## src/rtl/ram8_arbiter.sv

```systemverilog
// ram8_arbiter: shares one RAM8 (WIDTH x 2**AW) between two requesters.
// Each transaction is IDLE (sample and latch the command) followed by
// ACCESS (the RAM is driven for one cycle), so there is at most one
// transaction every two cycles. Every output comes straight from a flop.
// Optional build macro RAM8_ARB_FIXED_PRIO_EN: port 0 always wins a tie.
// When the macro is not defined, ties are broken round-robin.
module ram8_arbiter #(
    parameter int WIDTH = 16,
    parameter int AW    = 3
) (
    input  logic             clk,
    input  logic             reset,
    input  logic             req0,
    input  logic             we0,
    input  logic [AW-1:0]    addr0,
    input  logic [WIDTH-1:0] wdata0,
    output logic             gnt0,
    output logic             rvalid0,
    output logic [WIDTH-1:0] rdata0,
    input  logic             req1,
    input  logic             we1,
    input  logic [AW-1:0]    addr1,
    input  logic [WIDTH-1:0] wdata1,
    output logic             gnt1,
    output logic             rvalid1,
    output logic [WIDTH-1:0] rdata1,
    output logic             ram_load,
    output logic [AW-1:0]    ram_address,
    output logic [WIDTH-1:0] ram_in,
    input  logic [WIDTH-1:0] ram_out
);

    typedef enum logic {IDLE, ACCESS} state_t;

    state_t           state_q, state_d;
    logic             ram_load_q, ram_load_d;
    logic [AW-1:0]    ram_address_q, ram_address_d;
    logic [WIDTH-1:0] ram_in_q, ram_in_d;
    logic             gnt0_q, gnt0_d, gnt1_q, gnt1_d;
    logic             rvalid0_q, rvalid0_d, rvalid1_q, rvalid1_d;
    logic [WIDTH-1:0] rdata0_q, rdata0_d, rdata1_q, rdata1_d;
    logic             last_q, last_d;   // index of the port served last
    logic             win_q, win_d;     // port owning the current ACCESS
    logic             we_q, we_d;       // current ACCESS is a write
    logic             pick1;            // port 1 wins the IDLE sample

`ifdef RAM8_ARB_FIXED_PRIO_EN
    // Port 1 is served only when port 0 is not requesting.
    assign pick1 = req1 & ~req0;
`else
    // On a tie, the port that was not served last wins.
    assign pick1 = req1 & (~req0 | ~last_q);
`endif

    // State register.
    always_ff @(posedge clk or posedge reset) begin
        if (reset) state_q <= IDLE;
        else       state_q <= state_d;
    end

    // Next state: leave IDLE on any request, and ACCESS always lasts exactly one cycle.
    always_comb begin
        state_d = state_q;
        case (state_q)
            IDLE:    if (req0 | req1) state_d = ACCESS;
            ACCESS:  state_d = IDLE;
            default: state_d = IDLE;
        endcase
    end

    // Output and datapath next values; load, gnt and rvalid default to low.
    always_comb begin
        ram_load_d    = 1'b0;
        ram_address_d = ram_address_q;
        ram_in_d      = ram_in_q;
        gnt0_d        = 1'b0;
        gnt1_d        = 1'b0;
        rvalid0_d     = 1'b0;
        rvalid1_d     = 1'b0;
        rdata0_d      = rdata0_q;
        rdata1_d      = rdata1_q;
        last_d        = last_q;
        win_d         = win_q;
        we_d          = we_q;
        case (state_q)
            IDLE: begin
                if (req0 | req1) begin
                    ram_address_d = pick1 ? addr1  : addr0;
                    ram_in_d      = pick1 ? wdata1 : wdata0;
                    ram_load_d    = pick1 ? we1    : we0;
                    we_d          = pick1 ? we1    : we0;
                    gnt0_d        = ~pick1;
                    gnt1_d        = pick1;
                    win_d         = pick1;
                    last_d        = pick1;
                end
            end
            ACCESS: begin
                // Load and gnt fall here; a read returns its data and a one-cycle valid.
                if (!we_q) begin
                    if (win_q) begin
                        rdata1_d  = ram_out;
                        rvalid1_d = 1'b1;
                    end else begin
                        rdata0_d  = ram_out;
                        rvalid0_d = 1'b1;
                    end
                end
            end
            default: ;
        endcase
    end

    // Output registers; reset drops ram_load at once, aborting any write in flight.
    always_ff @(posedge clk or posedge reset) begin
        if (reset) begin
            ram_load_q    <= 1'b0;
            ram_address_q <= '0;
            ram_in_q      <= '0;
            gnt0_q        <= 1'b0;
            gnt1_q        <= 1'b0;
            rvalid0_q     <= 1'b0;
            rvalid1_q     <= 1'b0;
            rdata0_q      <= '0;
            rdata1_q      <= '0;
            last_q        <= 1'b1;
            win_q         <= 1'b0;
            we_q          <= 1'b0;
        end else begin
            ram_load_q    <= ram_load_d;
            ram_address_q <= ram_address_d;
            ram_in_q      <= ram_in_d;
            gnt0_q        <= gnt0_d;
            gnt1_q        <= gnt1_d;
            rvalid0_q     <= rvalid0_d;
            rvalid1_q     <= rvalid1_d;
            rdata0_q      <= rdata0_d;
            rdata1_q      <= rdata1_d;
            last_q        <= last_d;
            win_q         <= win_d;
            we_q          <= we_d;
        end
    end

    assign ram_load    = ram_load_q;
    assign ram_address = ram_address_q;
    assign ram_in      = ram_in_q;
    assign gnt0        = gnt0_q;
    assign gnt1        = gnt1_q;
    assign rvalid0     = rvalid0_q;
    assign rvalid1     = rvalid1_q;
    assign rdata0      = rdata0_q;
    assign rdata1      = rdata1_q;

endmodule

```

## config.mk

```make
export PLATFORM = sky130hd
export DESIGN_NAME = ram8_arbiter
export DESIGN_NICKNAME = d
export VERILOG_FILES = /design/src/rtl/ram8_arbiter.sv
export SDC_FILE = /design/constraint.sdc
export NUM_CORES = 1
export LEC_CHECK = 0
export CELL_PAD_IN_SITES_DETAIL_PLACEMENT = 0
export CELL_PAD_IN_SITES_GLOBAL_PLACEMENT = 1
export CORE_ASPECT_RATIO = 2
export CORE_MARGIN = 2
export CORE_UTILIZATION = 33
export CTS_BUF_LIST = sky130_fd_sc_hd__clkbuf_4 sky130_fd_sc_hd__clkbuf_8 sky130_fd_sc_hd__clkbuf_16
export DETAILED_ROUTE_END_ITERATION = 10
export HOLD_SLACK_MARGIN = 0.12
export PLACE_DENSITY = 0.94
export SLEW_MARGIN = 20
export SYNTH_ARGS = -nofsm -noshare
export SYNTH_HDL_FRONTEND = slang
export SYNTH_SLANG_ARGS = --single-unit
```

## constraint.sdc

```tcl
create_clock -name clk -period 4.05 [get_ports clk]
set_input_delay 0.81 -clock clk [delete_from_list [all_inputs] [get_ports clk]]
set_output_delay 0.81 -clock clk [all_outputs]
set_load 0.1 [all_outputs]
```

# Word-level counts from Yosys, hierarchy flattened
# Index checks and enable logic that the tools add are counted.
[totals] out_inout_bits=56 word_cells=42 register_bits=60
[op_classes] bitwise=9 reduce_logical=3 muxes=17
[op_table] operator="16-bit two-way mux" n=1
[op_table] operator="1-bit two-way mux" n=14
[op_table] operator="1-bit NOT" n=6
[op_table] operator="3-bit AND reduction" n=2
[op_table] operator="3-bit two-way mux" n=1
[op_table] operator="1-bit bitwise OR" n=2
[op_table] operator="1-bit case mux with 2 select lines" n=1
[op_table] operator="2-bit AND reduction" n=1
[op_table] operator="1-bit bitwise AND" n=1

# Depth between registers and ports, before layout
[logic_depth] depth_word=6 depth_mapped=4

# Least setup slack after synthesis
# Ideal clock, no wire load.
[synth_path] kind="input to register" from="input port req1" to="register ram_address_q[1] (netlist: ram_address[1])" path_slack_ns=2.299 t_arrival_ns=1.626 cell_stages=4 setup_ns=0.126 path_buffers=1 path_cell_list="inv_1 o211a_1 clkbuf_1 a221o_1"
[synth_via] elab_chain_cells=2 elab_cells_between_ends=4
[synth_rtl] item="start: declaration" line_no="20" rtl="input logic req1,"
[synth_rtl] item="1-bit bitwise AND or 1-bit bitwise OR (tied branches)" line_no="52, 87"
[synth_rtl] item="3-bit two-way mux or 2-bit AND reduction (tied branches)"
[synth_rtl] item="end signal: assignment" line_no="131" rtl="ram_address_q <= ram_address_d;"
[synth_rtl] item="end: declaration" line_no="37" rtl="logic [AW-1:0] ram_address_q, ram_address_d;"
# Parallel ways exist; a longest one is shown, timed or not.
# A chain may end at the register's enable or synchronous reset.

# Worst setup path after layout
[layout_path] from="register ram_in_q[15] (netlist: ram_in[15])" to="output port ram_in[15]"
[layout_rtl] item="start: declaration" line_no="38" rtl="logic [WIDTH-1:0] ram_in_q, ram_in_d;"
[layout_rtl] item="start signal: assignment" line_no="132" rtl="ram_in_q <= ram_in_d;"
[layout_rtl] item="end: declaration" line_no="29" rtl="output logic [WIDTH-1:0] ram_in,"
# No word-level cell between the ends.

==> flow_metrics.env <==
export IMPL_synthesis_instances=153
export IMPL_slew_headroom=0.3201
export IMPL_vias=1729
export IMPL_die_height_um=122.7
export IMPL_finalSetupTns_ps=0
export IMPL_fin_nets=333
export IMPL_drv_cap=0
export IMPL_wl_per_cell_um=15.73
export IMPL_r2r_start="we_q"
export IMPL_cts_max_level=3
export IMPL_grt_setup_unrepaired="false"
export IMPL_pin_count=116
export IMPL_vias_per_cell=4.698
export IMPL_cts_tree="built"
export IMPL_grtUsageMet3=0.04216
export IMPL_hold_path_class="reg -> reg"
export IMPL_met2_usage=0.2888
export IMPL_die_x_um=63.37
export IMPL_synth_net_count=213
export IMPL_cp_startpoint="ram_in[15]"
export IMPL_crit_path_max_incr_delay_ps=1160
export IMPL_grt_overflow_total=0
export IMPL_cts_hold_buffers=0
export IMPL_crit_family="buffers and inverters"
export IMPL_worstHoldStart="rdata0[2]"
export IMPL_grt_pass1_wl_um=9308
export IMPL_core_area_um2=6887
export IMPL_final_core_util=0.5627
export IMPL_finalHoldViolations=0
export IMPL_fin_crit_ps=2635
export IMPL_crit_arrival_ps=1820
export IMPL_clock_path_buffers=2
export IMPL_setup_viol=0
export IMPL_first_iter_violations=30
export IMPL_antenna_found_initial=0
export IMPL_clk_pin_slew_ps=50
export IMPL_dr_pass1_iters=5
export IMPL_synth_avg_cell_area_um2=15.20
export IMPL_ys_seq_area_frac=0.6460
export IMPL_drt_total_wl_um=5789
export IMPL_area_growth_pct=66.60
export IMPL_path_buf_inv=1
export IMPL_place_congestion=0.7421
export IMPL_drive_gt1_frac=0.1655
export IMPL_rows=43
export IMPL_start_util=0.3378
export IMPL_final_common_cell="clkdlybuf4s50_1"
export IMPL_dieArea_um2=7777
export IMPL_port_buffers=115
export IMPL_drc=0
export IMPL_grt_pass1_vias=1866
export IMPL_cts_sinks=60
export IMPL_skew_ps=4.740
export IMPL_cp_required_ps=3240
export IMPL_path_cells="clkdlybuf4s50_1"
export IMPL_grt_busiest_layer="met2"
export IMPL_end_kind="output pin"
export IMPL_synthDistinctLibCells=20
export IMPL_post_cts_buffers=0
export IMPL_cts_buffers=9
export IMPL_postRouteAntennaNets=0
export IMPL_grtUsageMet1=0.1712
export IMPL_worst_setup_path_type="reg -> out"
export IMPL_worst_pin_slew_ps=1017
export IMPL_worst_path_max_delay_cell="clkdlybuf4s50_1"
export IMPL_ys_warn_count=0
export IMPL_run_status="complete, no violations"
export IMPL_synth_area_um2=2326
export IMPL_clock_latency_ps=320
export IMPL_cts_resized=0
export IMPL_grt_start_max_net_pins=56
export IMPL_root_buffer="clkbuf_16"
export IMPL_post_dp_hpwl_um=4360
export IMPL_path_max_fanout=2
export IMPL_final_cell_mix="clkdlybuf4s50_1, dfrtp_1, mux2_2, a221o_1, and2_0"
export IMPL_grt_usage=0.1586
export IMPL_diodes=0
export IMPL_startpoint_type="flop"
export IMPL_max_freq_ghz=0.3795
export IMPL_fin_crit_sh=0.6506
export IMPL_slew_violations=0
export IMPL_synth_seq_cells=60
[layer usage]
metal  wire [um]  up-vias  share of wire
met3         309        8          0.053
met5           0        -              0
met2        3347       76           0.58
met4          93        0          0.016
met1        2039      846           0.35
li1            -      799              -
[worst paths after layout]
path,to,slack [ps],depth (start not counted)
max reg2reg,rdata1[7],2210,2
max in group asynchronous,rdata0[12],2440,3
min in group asynchronous,ram_in[13],970,2
max,ram_in[15],1420,1
min reg2reg,rdata0[2],480,1
min,rdata0[2],480,1
[cells in the mapped netlist]
cell	instances	share of area
and2_1	9	0.024
and2_0	11	0.030
buf_6	1	0.0048
a21o_1	2	0.0065
o21bai_1	1	0.0032
dfstp_2	1	0.011
inv_1	4	0.0065
buf_1	1	0.0016
mux2_2	23	0.11
buf_2	3	0.0065
a211oi_2	1	0.0054
inv_2	1	0.0016
o211a_1	1	0.0043
a22o_1	1	0.0038
a221o_1	20	0.086
dfrtp_1	59	0.63
clkbuf_1	3	0.0048
nor3_4	1	0.0070
mux2_1	9	0.044
nand3b_1	1	0.0032
[logic make-up after synthesis]
kind of cell,Yosys count,synth area share
and+or+nand+nor,22,0.06402
muxes,32,0.1549
buffers and inverters,13,0.02581
DFF,60,0.6461
AOI/OAI and AO/OA,26,0.1092
[through the flow]
step	std cells	hold WS [ps]	area, um2	worst slack (ps)
floorplan	153	506.9	2326	1757
global placement	352	468.1	3571	1523
detailed placement	352	476.0	3571	1449
CTS	368	487.5	3874	1399
global route	368	506.7	3875	1360
finish	368	484.3	3875	1415
[area by class of cell]
| class | count | area, um2 |
|---|---|---|
| fill | 623 | 3012 |
| sequential | 60 | 1503 |
| timing repair buffer | 117 | 1166 |
| multi-input combinational | 80 | 770.7 |
| clock buffer | 9 | 225.2 |
| tap | 90 | 112.6 |
| clock inverter | 7 | 77.57 |
| inverter | 5 | 20.02 |
[flip-flops by register name, indices dropped and copies added, names as in the netlist]
signal,count
ram_in,16
rdata0,16
state_q,1
we_q,1
ram_address,3
rvalid0,1
gnt1,1
rvalid1,1
gnt0,1
win_q,1
last_q,1
rdata1,16
ram_load,1
Power is not shown: default switching activity piles up to over one toggle a cycle in this logic, so the estimate is an artifact.
